===== src/rtl/mdu_pkg.sv =====
// Shared encodings, FSM state type and sizing helpers for the multiply/divide unit.
package mdu_pkg;

    localparam logic [2:0] MDU_MULT  = 3'd0;
    localparam logic [2:0] MDU_MULTU = 3'd1;
    localparam logic [2:0] MDU_DIV   = 3'd2;
    localparam logic [2:0] MDU_DIVU  = 3'd3;
    localparam logic [2:0] MDU_MTHI  = 3'd4;
    localparam logic [2:0] MDU_MTLO  = 3'd5;

    typedef enum logic [1:0] {
        IDLE = 2'd0,
        CALC = 2'd1,
        DONE = 2'd2
    } mduState_t;

    // Counter must be able to hold WIDTH itself, not just WIDTH-1.
    function automatic int cntWidth(input int width);
        return $clog2(width + 1);
    endfunction

    function automatic logic isMulDiv(input logic [2:0] op);
        return op <= MDU_DIVU;
    endfunction

    function automatic logic isDivOp(input logic [2:0] op);
        return (op == MDU_DIV) || (op == MDU_DIVU);
    endfunction

endpackage


===== src/rtl/mdu_iter.sv =====
// Unsigned iterative datapath: radix-2 shift-add multiply and restoring divide
// sharing one {hi, lo} accumulator pair. Signs are handled by the caller.
module mdu_iter
    import mdu_pkg::*;
#(
    parameter int WIDTH      = 32,
    parameter int MUL_SINGLE = 0
) (
    input  logic             clk,
    input  logic             rst,
    input  logic             load,
    input  logic             loadDiv,
    input  logic             step,
    input  logic             stepDiv,
    input  logic [WIDTH-1:0] opA,
    input  logic [WIDTH-1:0] opB,
    output logic [WIDTH-1:0] accHi,
    output logic [WIDTH-1:0] accLo
);

    logic [WIDTH-1:0]   accHiReg;
    logic [WIDTH-1:0]   accLoReg;
    logic [WIDTH-1:0]   operandReg;
    logic [2*WIDTH-1:0] fullProd;
    logic [WIDTH:0]     addSum;
    logic [WIDTH:0]     divShift;
    logic [WIDTH-1:0]   divDiff;
    logic               divFits;

    generate
        if (MUL_SINGLE != 0) begin : gen_mul_single
            assign fullProd = {{WIDTH{1'b0}}, opA} * {{WIDTH{1'b0}}, opB};
        end else begin : gen_mul_iter
            assign fullProd = '0;
        end
    endgenerate

    // The subtraction only needs WIDTH bits: its result is kept only when it
    // is smaller than the divisor.
    always_comb begin
        addSum   = {1'b0, accHiReg} + (accLoReg[0] ? {1'b0, operandReg} : {(WIDTH+1){1'b0}});
        divShift = {accHiReg, accLoReg[WIDTH-1]};
        divDiff  = divShift[WIDTH-1:0] - operandReg;
        divFits  = divShift >= {1'b0, operandReg};
    end

    always_ff @(posedge clk or posedge rst) begin
        if (rst) begin
            accHiReg   <= '0;
            accLoReg   <= '0;
            operandReg <= '0;
        end else if (load) begin
            if (!loadDiv && (MUL_SINGLE != 0)) begin
                {accHiReg, accLoReg} <= fullProd;
                operandReg           <= opA;
            end else if (loadDiv) begin
                accHiReg   <= '0;
                accLoReg   <= opA;
                operandReg <= opB;
            end else begin
                accHiReg   <= '0;
                accLoReg   <= opB;
                operandReg <= opA;
            end
        end else if (step) begin
            if (stepDiv) begin
                accHiReg <= divFits ? divDiff : divShift[WIDTH-1:0];
                accLoReg <= {accLoReg[WIDTH-2:0], divFits};
            end else begin
                accHiReg <= addSum[WIDTH:1];
                accLoReg <= {addSum[0], accLoReg[WIDTH-1:1]};
            end
        end
    end

    assign accHi = accHiReg;
    assign accLo = accLoReg;

endmodule


===== src/rtl/mdu_hilo.sv =====
// Execute-stage multiply/divide unit: FSM, sign handling, stall request and
// the architectural HI/LO registers.
module mdu_hilo
    import mdu_pkg::*;
#(
    parameter int WIDTH      = 32,
    parameter int MUL_SINGLE = 0
) (
    input  logic             clk,
    input  logic             rst,
    input  logic             start_i,
    input  logic [2:0]       op_i,
    input  logic [WIDTH-1:0] a_i,
    input  logic [WIDTH-1:0] b_i,
    input  logic             flush_i,
    input  logic             hold_i,
    output logic             stall_o,
    output logic             busy_o,
    output logic [WIDTH-1:0] hi_o,
    output logic [WIDTH-1:0] lo_o
);

    localparam int CW = cntWidth(WIDTH);

    mduState_t          stateReg;
    logic [CW-1:0]      cntReg;
    logic [WIDTH-1:0]   hiReg;
    logic [WIDTH-1:0]   loReg;
    logic [WIDTH-1:0]   aRawReg;
    logic               busyReg;
    logic               divReg;
    logic               negResReg;
    logic               negRemReg;
    logic               divZeroReg;

    logic               accept;
    logic               opSigned;
    logic               negA;
    logic               negB;
    logic [WIDTH-1:0]   magA;
    logic [WIDTH-1:0]   magB;
    logic [WIDTH-1:0]   iterHi;
    logic [WIDTH-1:0]   iterLo;
    logic [2*WIDTH-1:0] prod;
    logic [WIDTH-1:0]   quot;
    logic [WIDTH-1:0]   rem;
    logic [WIDTH-1:0]   hiRes;
    logic [WIDTH-1:0]   loRes;

    always_comb begin
        accept   = (stateReg == IDLE) && start_i && isMulDiv(op_i) && !flush_i;
        opSigned = (op_i == MDU_MULT) || (op_i == MDU_DIV);
        negA     = opSigned && a_i[WIDTH-1];
        negB     = opSigned && b_i[WIDTH-1];
        magA     = negA ? -a_i : a_i;
        magB     = negB ? -b_i : b_i;
    end

    mdu_iter #(
        .WIDTH      (WIDTH),
        .MUL_SINGLE (MUL_SINGLE)
    ) u_iter (
        .clk     (clk),
        .rst     (rst),
        .load    (accept),
        .loadDiv (isDivOp(op_i)),
        .step    (stateReg == CALC),
        .stepDiv (divReg),
        .opA     (magA),
        .opB     (magB),
        .accHi   (iterHi),
        .accLo   (iterLo)
    );

    // Most-negative / -1 needs no special case: the magnitude quotient is
    // 100..0 and negating it gives the same pattern back.
    always_comb begin
        prod  = {iterHi, iterLo};
        if (negResReg) begin
            prod = -prod;
        end
        quot  = negResReg ? -iterLo : iterLo;
        rem   = negRemReg ? -iterHi : iterHi;
        hiRes = prod[2*WIDTH-1:WIDTH];
        loRes = prod[WIDTH-1:0];
        if (divReg) begin
            if (divZeroReg) begin
                hiRes = aRawReg;
                loRes = '1;
            end else begin
                hiRes = rem;
                loRes = quot;
            end
        end
    end

    always_ff @(posedge clk or posedge rst) begin
        if (rst) begin
            stateReg   <= IDLE;
            cntReg     <= '0;
            hiReg      <= '0;
            loReg      <= '0;
            aRawReg    <= '0;
            busyReg    <= 1'b0;
            divReg     <= 1'b0;
            negResReg  <= 1'b0;
            negRemReg  <= 1'b0;
            divZeroReg <= 1'b0;
        end else if (flush_i) begin
            stateReg <= IDLE;
            cntReg   <= '0;
            busyReg  <= 1'b0;
        end else begin
            case (stateReg)
                IDLE: begin
                    if (accept) begin
                        divReg     <= isDivOp(op_i);
                        negResReg  <= negA ^ negB;
                        negRemReg  <= negA;
                        divZeroReg <= (b_i == '0);
                        aRawReg    <= a_i;
                        busyReg    <= 1'b1;
                        if ((MUL_SINGLE != 0) && !isDivOp(op_i)) begin
                            stateReg <= DONE;
                            cntReg   <= '0;
                        end else begin
                            stateReg <= CALC;
                            cntReg   <= CW'(WIDTH);
                        end
                    end else if (start_i && !hold_i) begin
                        if (op_i == MDU_MTHI) begin
                            hiReg <= a_i;
                        end
                        if (op_i == MDU_MTLO) begin
                            loReg <= a_i;
                        end
                    end
                end
                CALC: begin
                    cntReg <= cntReg - 1'b1;
                    if (cntReg == CW'(1)) begin
                        stateReg <= DONE;
                    end
                end
                DONE: begin
                    if (!hold_i) begin
                        hiReg    <= hiRes;
                        loReg    <= loRes;
                        busyReg  <= 1'b0;
                        stateReg <= IDLE;
                    end
                end
                default: stateReg <= IDLE;
            endcase
        end
    end

    assign stall_o = accept || (stateReg == CALC);
    assign busy_o  = busyReg;
    assign hi_o    = hiReg;
    assign lo_o    = loReg;

endmodule


===== config.mk =====
export PLATFORM = sky130hd
export DESIGN_NAME = mdu_hilo
export DESIGN_NICKNAME = d
export VERILOG_FILES = /design/src/rtl/mdu_pkg.sv /design/src/rtl/mdu_iter.sv /design/src/rtl/mdu_hilo.sv
export SDC_FILE = /design/constraint.sdc
export NUM_CORES = 1
export LEC_CHECK = 0
export ABC_AREA = 1
export BUFFER_PORTS_ARGS = -buffer_cell sky130_fd_sc_hd__clkbuf_2
export CORE_MARGIN = 2
export CORE_UTILIZATION = 40
export DETAILED_ROUTE_END_ITERATION = 10
export PLACE_DENSITY_LB_ADDON = 0.05
export RECOVER_POWER = 100
export SLEW_MARGIN = 5
export SYNTH_ARGS = -nofsm -noshare
export SYNTH_HDL_FRONTEND = slang
export SYNTH_HIERARCHICAL = 1
export SYNTH_SLANG_ARGS = --single-unit
export TNS_END_PERCENT = 30

===== constraint.sdc =====
create_clock -name clk -period 3.1 [get_ports clk]
set_input_delay 0 -clock clk [delete_from_list [all_inputs] [get_ports clk]]
set_output_delay 0 -clock clk [all_outputs]
set_load 0.005 [all_outputs]

After elaboration in Yosys (flattened, before gate mapping)
Cells that the tools add are included.
Word-level totals
  register bits: 205
  input port bits: 72
Cells by class
  reductions and logical operators: 24
  eq/ne operators: 15
  $lt $le $gt $ge: 2
  add/sub/neg operators: 8
  mux-type cells: 41
  bitwise operators: 2
Operators with widths (count)
  $mux 32: 26
  $neg 32->32: 4
  $pmux 32 s2: 2
  $mux 64: 1
  $neg 64->64: 1
  $add 32x33->33: 1
  $ge 33x32->1: 1
  $logic_not 32->1: 1
  $sub 32x32->32: 1
  $mux 6: 2
  $pmux 6 s2: 1
  $reduce_and 6->1: 2
  $ne 3x3->1 const B: 3
  $reduce_and 3->1: 3
  $mux 2: 4
  $eq 3x2->1 const B: 2
  $eq 3x3->1 const B: 2
  $eq 6x1->1 const B: 1
  $logic_and 1x1->1: 6
  $ne 2x1->1 const B: 3
  $pmux 2 s3: 1
  $reduce_bool 3->1: 2
  $sub 6x1->6 const B: 1
  $ne 2x2->1 const B: 2
  other kinds (13): 19

Logic depth before layout (Yosys ltp)
Gate-level depths: netlist of run 1.
  depth after elaboration: 7
  depth in mapped cells: 19

Hierarchy
The synthesis of run 1 kept the hierarchy.
By module, submodules not included
  mdu_iter: instances 1, cells an instance 1761, area an instance 10378.7 um2, sequential area each 2402.3 um2
  mdu_hilo: instances 1, cells an instance 1670, area an instance 10129.7 um2, sequential area each 2727.6 um2

Worst setup path before layout of run 1
OpenSTA, ideal clock, no wires.
  path kind: register -> register
  from: register u_iter.accLoReg[0], in the netlist u_iter/accLo[0]
  to: register u_iter.accHiReg[27], in the netlist u_iter/accHi[27]
  setup slack: 389 ps
  buffers on the path: 2
  arrival: 2593 ps
  library setup time: 117 ps
  data required time: 2983 ps
  stages on the path, launching flop included: 18
  path through: dfrtp_1 -> clkbuf_1 -> clkbuf_1 -> nand2_1 -> inv_1 -> ha_1 -> inv_1 -> fa_1 -> o21ai_0 -> nand2_1 -> nand2_1 -> nand2_1 -> nand2_1 -> nand3_1 -> nand3_1 -> nand3_1 -> nand3_1 -> nand2_1
On the way
  word-level cells in the longest chain between the ends: 5
RTL lines
  start, declared: RTL line mdu_iter.sv:22  | logic [WIDTH-1:0] accLoReg;
  start signal, assigned: RTL line mdu_iter.sv:54  | {accHiReg, accLoReg} <= fullProd;
  start signal, assigned: RTL line mdu_iter.sv:58  | accLoReg <= opA;
  start signal, assigned: RTL line mdu_iter.sv:62  | accLoReg <= opB;
  $mux 32: RTL line mdu_iter.sv:41  | addSum = {1'b0, accHiReg} + (accLoReg[0] ? {1'b0, operandReg} : {(WIDTH+1){1'b0}});
  $add 32x33->33: RTL line mdu_iter.sv:41
  $mux 32: RTL line mdu_iter.sv:66  | if (stepDiv) begin
  $mux 32: RTL line mdu_iter.sv:65  | end else if (step) begin
  $mux 32: RTL line mdu_iter.sv:52  | end else if (load) begin
  end signal, assigned: RTL line mdu_iter.sv:54
  end signal, assigned: RTL line mdu_iter.sv:67  | accHiReg <= divFits ? divDiff : divShift[WIDTH-1:0];
  end signal, assigned: RTL line mdu_iter.sv:70  | accHiReg <= addSum[WIDTH:1];
  end, declared: RTL line mdu_iter.sv:21  | logic [WIDTH-1:0] accHiReg;
No other way between the ends. The select of a mux whose other input is x is not followed.
A chain may end at the register's enable or synchronous reset.

Worst setup path in the final report of run 1
  from: register u_iter.operandReg[26]
  to: register u_iter.accHiReg[15], in the netlist u_iter/accHi[15]
On the way
  word-level cells in the longest chain between the ends: 5
RTL lines
  start, declared: RTL line mdu_iter.sv:23  | logic [WIDTH-1:0] operandReg;
  start signal, assigned: RTL line mdu_iter.sv:55  | operandReg <= opA;
  start signal, assigned: RTL line mdu_iter.sv:59  | operandReg <= opB;
  start signal, assigned: RTL line mdu_iter.sv:63  | operandReg <= opA;
  $ge 33x32->1: RTL line mdu_iter.sv:44  | divFits = divShift >= {1'b0, operandReg};
  $mux 32: RTL line mdu_iter.sv:67
  $mux 32: RTL line mdu_iter.sv:66
  $mux 32: RTL line mdu_iter.sv:65
  $mux 32: RTL line mdu_iter.sv:52
No other way between the ends. The select of a mux whose other input is x is not followed.

==> results of run 1 <==
[layout make-up]
type / instances / area share, %
Antenna cell: 1 / 0.01058
Clock buffer: 33 / 3.164
Clock inverter: 16 / 0.8096
Inverter: 515 / 8.197
Multi-Input combinational cell: 2589 / 54.39
Sequential cell: 205 / 21.71
Tap cell: 672 / 3.556
Timing Repair Buffer: 280 / 8.165
[power by group through the flow]
stage / Clock (W) / Combinational (W) / Sequential [W]
after floorplan: 0 / 0.00906 / 0.00458
after global placement: 0 / 0.0142 / 0.00483
after detailed placement: 0 / 0.0141 / 0.00486
after CTS: 0.00343 / 0.0143 / 0.00483
after global routing: 0.00352 / 0.0160 / 0.00497
final: 0.00340 / 0.0146 / 0.00489
[worst paths after layout]
path | startpoint | end | slack (ns) | depth (start not counted)
max in group asynchronous | rst | aRawReg[2] | 0.56 | 4
worst max-delay path | u_iter/operandReg[26] | u_iter/accHi[15] | 0.07 | 13
min in group asynchronous | rst | aRawReg[19] | 0.43 | 3
worst max register to register | u_iter/operandReg[26] | u_iter/accHi[15] | 0.07 | 13
worst min-delay path | b_i[27] | u_iter/accLo[27] | 0.02 | 4
worst min register to register | aRawReg[14] | aRawReg[14] | 0.49 | 2
[worst max-delay path: cells and delay by family, from the launching register on]
family	cells	cell delay [ns]
adders and majority gates	1	0.44
AOI/OAI and AO/OA	1	0.07
buffers and inverters	1	0.20
and+or+nand+nor	10	1.61
DFF	1	0.55
[state kept, by name, summed over array words and instances, names as in the netlist]
name and cells:
aRawReg 32, busy_o 1, cntReg 6, divReg 1, divZeroReg 1, hi_o 32, lo_o 32, negRemReg 1
negResReg 1, stateReg 2, u_iter/accHi 32, u_iter/accLo 32, u_iter/operandReg 32
[logic make-up after synthesis]
kind of cell,count (synthesis)
AND/OR/NAND/NOR,1824
buffers and inverters,637
AO/OA/AOI/OAI,608
flip-flops,205
XOR/XNOR,85
adder cells (fa/ha/maj),72
[metal layers]
layer,vias to the layer above,routed length (um),track usage (%)
met4,0,2517,9.355
met2,1232,40110,52.44
met1,11500,45010,54.29
met5,-,0,0
li1,11370,-,-
met3,111,10020,6.411
[timing repair]
action / in CTS / in global routing
setup endpoints to repair: 0 / 7
setup buffers: 0 / 0
hold endpoints to repair: 195 / 0
resized for setup: 0 / 6
hold buffers: 64 / 0
[cell usage after synthesis (all sizes together) (19+ instances only)]
cell       n
nand2    997
inv      514
nor2     471
o21ai    287
nand3    272
dfrtp    205
a21oi    160
ha        70
xor2      66
clkbuf    62
buf       60
o211ai    42
a21boi    30
nand4     29
nor3      29
a31oi     22
a2bb2oi   21
xnor2     19
[metrics by stage]
step	hold WS, ns	util (%)	cells
floorplan	0.09790	-	3431
global placement	0.1112	44.03	4197
detailed placement	0.1141	44.03	4197
CTS	0.009219	47.17	4310
global route	0.06061	46.93	4310
finish	0.02225	46.94	4311
==> flow_summary_export.csv, run 1 <==
group,metric,value,unit
outcome,status,"finished, violations left",
outcome,violations,"max-capacitance violations, max-slew violations",
critical_path,critPathMaxStageDelay,0.55,ns
pwr,p_int,0.01024,W
yosys,synth-compound-area-share,17.07,%
yosys,syn_area_per_cell,5.977,um2
floorplan,num_rows,82,
route,vias,24210,
clock_network,htree_levels,1,
route,drtIter0Drc,3182,
yosys,ys_warn_count,6,
global_routing,grt_max_degree,91,
route,drt-vias-per-instance,5.616,
finish,mostFrequentLayoutCells,"973 x nand2_1, 490 x inv_1, 430 x nor2_1",
global_routing,grt_pass1_wl,143200,um
floorplan,die-area,53100,um2
yosys,synth_area_leaders,"dfrtp_1 25%, nand2_1 18%, inv_1 9.0%",
pwr,p_leak,12.23,nW
global_routing,grt_util_all_layers,36.03,%
finish,fillers,5503,
critical_path,cp.required,3.57,ns
yosys,synth_fa_ha_area_share,4.466,%
critical_path,critPathLaunchType,"flip-flop",
route,drt-total-wl,97660,um
yosys,ys_seq_area_share,25.01,%
yosys,synth_top_area_cell,"dfrtp_1",
yosys,yosys.area_share.simple,37.56,%
yosys,synthArstFlopShare,100.0,%
placed_design,globalplace.congestion,0.9879,
placed_design,dp_hpwl,78530,um
floorplan,initial_core_util,40.71,%
critical_path,cp_common_cell,"nand2_1",
floorplan,core_area,50380,um2
timing,min_period,3.030,ns
pwr,total_power,0.02291,W
placed_design,place_area,22180,um2
hold_path,hp-class,"in -> reg",
pwr,seq_power_share,21.3,%
clock_network,cts_tree,"built",
timing,finClkSkew,0.02366,ns
global_routing,grt_pass1_vias,22160,
yosys,synth_top_area_share,25.01,%
route,drc,0,
clock_network,numCtsBuffers,27,
global_routing,grt_remaining_overflow,0,
floorplan,die_w,230.4,um
critical_path,critPathMaxFanout,34,
pwr,peakVddDrop,0.4688,mV
pwr,switching_share,55.29,%
pwr,p_clk_share,14.8,%
critical_path,path_cells,"inv_1, ha_1, nand2_1, nor2_1, nand3_1, nor2_1, nand2_1, nand2_4, nor2_8, nand2_8, nand4_1, nand2_1, o21ai_1",
floorplan,io-pin-count,138,
timing,worstMarginPinSlew,2.311,ns
yosys,syn-cell-area,20510,um2
run,maxCapViolCount,2,
yosys,synth_cells,3431,
route,wire_per_inst,22.65,um
floorplan,die_y,230.4,um
critical_path,cp-end-kind,"flip-flop",
timing,slew_viol_final,73,
critical_path,crit_slowest_cell,"dfrtp_1",
finish,final_common_cell,"nand2_1",
finish,regArea,5132,um2
finish,drive_gt1_share,9.318,%
timing,fin_tns_setup,0,ns
timing,setup_viol,0,
placed_design,post-place-ws,0.07053,ns
finish,multi_input_area,12860,um2
clock_network,cts.sinks,205,
yosys,synthXorXnorAreaFrac,3.630,%
pwr,power_frac_comb,63.8,%
finish,syn_to_final_growth,15.30,%
timing,fin_crit_sh,97.75,%
critical_path,cp_data_arrival_time,3.50,ns
yosys,netlist-cell-type-count,52,
global_routing,antenna_found_initial,3,
timing,hold_violations,0,
route,antenna_left,0,
yosys,synthFlopType,"dfrtp_1",
clock_network,clockBufferDepth,3,
pwr,p_sw,0.01267,W
finish,layout.nets,3762,
critical_path,critPathKind,"reg -> reg",
yosys,synthMuxAreaShare,0,%
pwr,power_density,968.7,nW/um2
timing,fmax,0.3300,GHz
clock_network,worstSkewPairLatency,0.59,ns
yosys,synth_top_family_by_area,"simple AND/OR/NAND/NOR gates",
route,dr.pass1.iters,6,
yosys,synth_nets,3575,
timing,slew_headroom,-54.89,%
placed_design,port_buffers,137,
yosys,synth_seq_cells,205,
timing,setup_ws,0.06963,ns
yosys,synth-edff-count,0,
clock_network,cts_root_buf,"clkbuf_16",
clock_network,cts.clk_slew.worst_paths,0.07,ns
finish,final_area,23650,um2
Note: power is estimated with default switching activity, not from simulation.
==> run 2, diff against run 1 <==
--- a/config.mk
+++ b/config.mk
@@ -7,12 +7,15 @@
 export LEC_CHECK = 0
 export ABC_AREA = 1
 export BUFFER_PORTS_ARGS = -buffer_cell sky130_fd_sc_hd__clkbuf_2
+export CELL_PAD_IN_SITES_DETAIL_PLACEMENT = 1
+export CELL_PAD_IN_SITES_GLOBAL_PLACEMENT = 1
 export CORE_MARGIN = 2
 export CORE_UTILIZATION = 40
 export DETAILED_ROUTE_END_ITERATION = 10
+export GPL_TIMING_DRIVEN = 0
 export PLACE_DENSITY_LB_ADDON = 0.05
 export RECOVER_POWER = 100
-export SLEW_MARGIN = 5
+export SLEW_MARGIN = 20
 export SYNTH_ARGS = -nofsm -noshare
 export SYNTH_HDL_FRONTEND = slang
 export SYNTH_HIERARCHICAL = 1
==> run 2 against run 1 <==
First-iteration DRC count fell by 19%. Clock-buffer cell count grew 5. Non-clock buffer count rose by 26. Clock power down 6%. Core utilization shrank 0.51 points. Sequential cell count is the same. Global-route usage is 3.8 points higher. Setup slack better by 0.014 ns. Via count increased by 4.1%. Combinational power hardly changed. The run still ends with max-capacitance violations, max-slew violations left. Largest power group unchanged.
==> flow_summary_export.csv, run 2 (synthesized netlist as in run 1, its figures left out) <==
group,metric,value,unit
outcome,status,"finished, violations left",
outcome,violations,"max-capacitance violations, max-slew violations",
timing,hold_violations,0,
route,drc,0,
clock_network,cts_tree,"built",
finish,mostFrequentLayoutCells,"969 x nand2_1, 492 x inv_1, 433 x nor2_1",
hold_path,holdPathStages,4,
critical_path,reg2reg_to,"u_iter/accLo[1]",
global_routing,antenna_found_initial,5,
global_routing,grt_pass1_wl,158200,um
critical_path,cp_data_arrival_time,3.43,ns
clock_network,worstSkewPairLatency,0.57,ns
global_routing,grt_remaining_overflow,0,
global_routing,grt_util_all_layers,39.82,%
timing,min_period,3.016,ns
clock_network,cts.sinks,205,
route,drt-vias-per-instance,5.809,
clock_network,cts.clk_slew.worst_paths,0.07,ns
timing,slew_viol_final,53,
clock_network,numCtsBuffers,26,
pwr,power_density,989.2,nW/um2
clock_network,htree_levels,1,
finish,final_common_cell,"nand2_1",
global_routing,grt_max_degree,74,
hold_path,min_to,"u_iter/accLo[6]",
timing,finClkSkew,0.01974,ns
route,dr.pass1.iters,5,
placed_design,placed_cells,4242,
route,antenna_left,0,
placed_design,port_buffers,137,
timing,rsz0062_at_grt,"true",
route,wire_per_inst,24.99,um
hold_path,hp-start,"b_i[6]",
timing,worstMarginPinSlew,2.003,ns
placed_design,post-place-ws,-0.8662,ns
critical_path,critPathKind,"reg -> reg",
timing,fmax,0.3315,GHz
critical_path,critPathMaxFanout,12,
route,vias,25190,
timing,setup_ws,0.08371,ns
critical_path,cp-end-kind,"flip-flop",
floorplan,die-area,53100,um2
global_routing,grt_pass1_vias,24980,
clock_network,cts_setup_buffers,0,
clock_network,clockBufferDepth,3,
placed_design,place_area,22100,um2
run,maxCapViolCount,1,
floorplan,core_area,50380,um2
timing,setup_viol,0,
finish,final_cells,4337,
pwr,p_leak,12.07,nW
route,drtIter0Drc,2574,
floorplan,die_w,230.4,um
critical_path,worst_r2r_startpoint,"stateReg[1]",
placed_design,dp_hpwl,88940,um
route,drt-total-wl,108400,um
critical_path,critPathLaunchType,"flip-flop",
finish,final_area,23390,um2
floorplan,die_y,230.4,um
clock_network,cts_root_buf,"clkbuf_16",
critical_path,cp.required,3.51,ns
timing,fin_tns_setup,0,ns
pwr,peakVddDrop,0.5283,mV
floorplan,io-pin-count,138,
critical_path,rrSetupSlack,0.08,ns
placed_design,globalplace.congestion,1.007,
floorplan,initial_core_util,40.71,%
hold_path,hp-class,"in -> reg",
timing,fin_crit_sh,97.30,%
critical_path,rr_worst_depth,9,
finish,layout.nets,3787,
finish,syn_to_final_growth,14.04,%
floorplan,num_rows,82,
timing,slew_headroom,-33.70,%
finish,drive_gt1_share,8.545,%
pwr,total_power,0.02313,W
-- run 2: layer usage --
layer  global-route usage, %  share of wire, %  vias up
li1                        -                 -    11400
met3                   6.633               8.9      192
met2                   59.99                42     1108
met1                   56.62                44    12490
met5                       0                 0        -
met4                   15.54               4.4        0
-- run 2: what timing repair did --
action                     4_1_cts  5_1_grt
resized for setup               10       23
setup endpoints to repair       32       23
hold endpoints to repair       207        0
hold buffers                    46        0
-- run 2: stage by stage --
step | util, % | hold slack [ns]
6_report | 46.43 | 0.02381
5_1_grt | 46.42 | 0.05229
3_3_place_gp | 43.74 | 0.2935
2_1_floorplan | - | 0.09790
3_5_place_dp | 43.88 | 0.09171
4_1_cts | 46.59 | 0.007717
-- run 2: area by class of cell --
type	count	area (um2)
Fill cell	7086	26990
Multi-Input combinational cell	2589	12880
Sequential cell	205	5134
Inverter	515	1934
Timing Repair Buffer	185	1134
Tap cell	672	840.8
Clock buffer	38	785.8
Buffer	121	570.5
Clock inverter	10	98.84
Antenna cell	2	5.005
-- run 2: worst max path at each step --
stage | endpoint | slack [ns] | start | depth (start not counted)
after global routing | u_iter/accHi[20] | -0.01 | u_iter/accLo[0] | 15
final | u_iter/accLo[1] | 0.08 | stateReg[1] | 9
after CTS | u_iter/accHi[30] | 0.04 | u_iter/accLo[0] | 16
after detailed placement | u_iter/accHi[27] | -0.87 | u_iter/accLo[0] | 17
after global placement | lo_o[2] | -1.22 | rst | 2
after floorplan | aRawReg[0] | 0.23 | rst | 1
-- run 2: report_power, final --
group          internal, W  switching (W)  leakage (nW)
Sequential         0.00365        0.00192          2.43
Combinational      0.00446        0.00991          9.20
Clock              0.00185        0.00135         0.435
Total              0.00996         0.0132          12.1
-- run 2: worst max-delay path: stages, from the launching register on --
cell and delay (ns):
dfrtp_1 0.41, nor2_2 0.08, nand3_1 0.09, nor2_2 0.06, buf_4 0.23, nor2_2 0.78
nor2_1 0.21, clkinv_1 0.31, clkbuf_1 0.44, o221ai_1 0.22
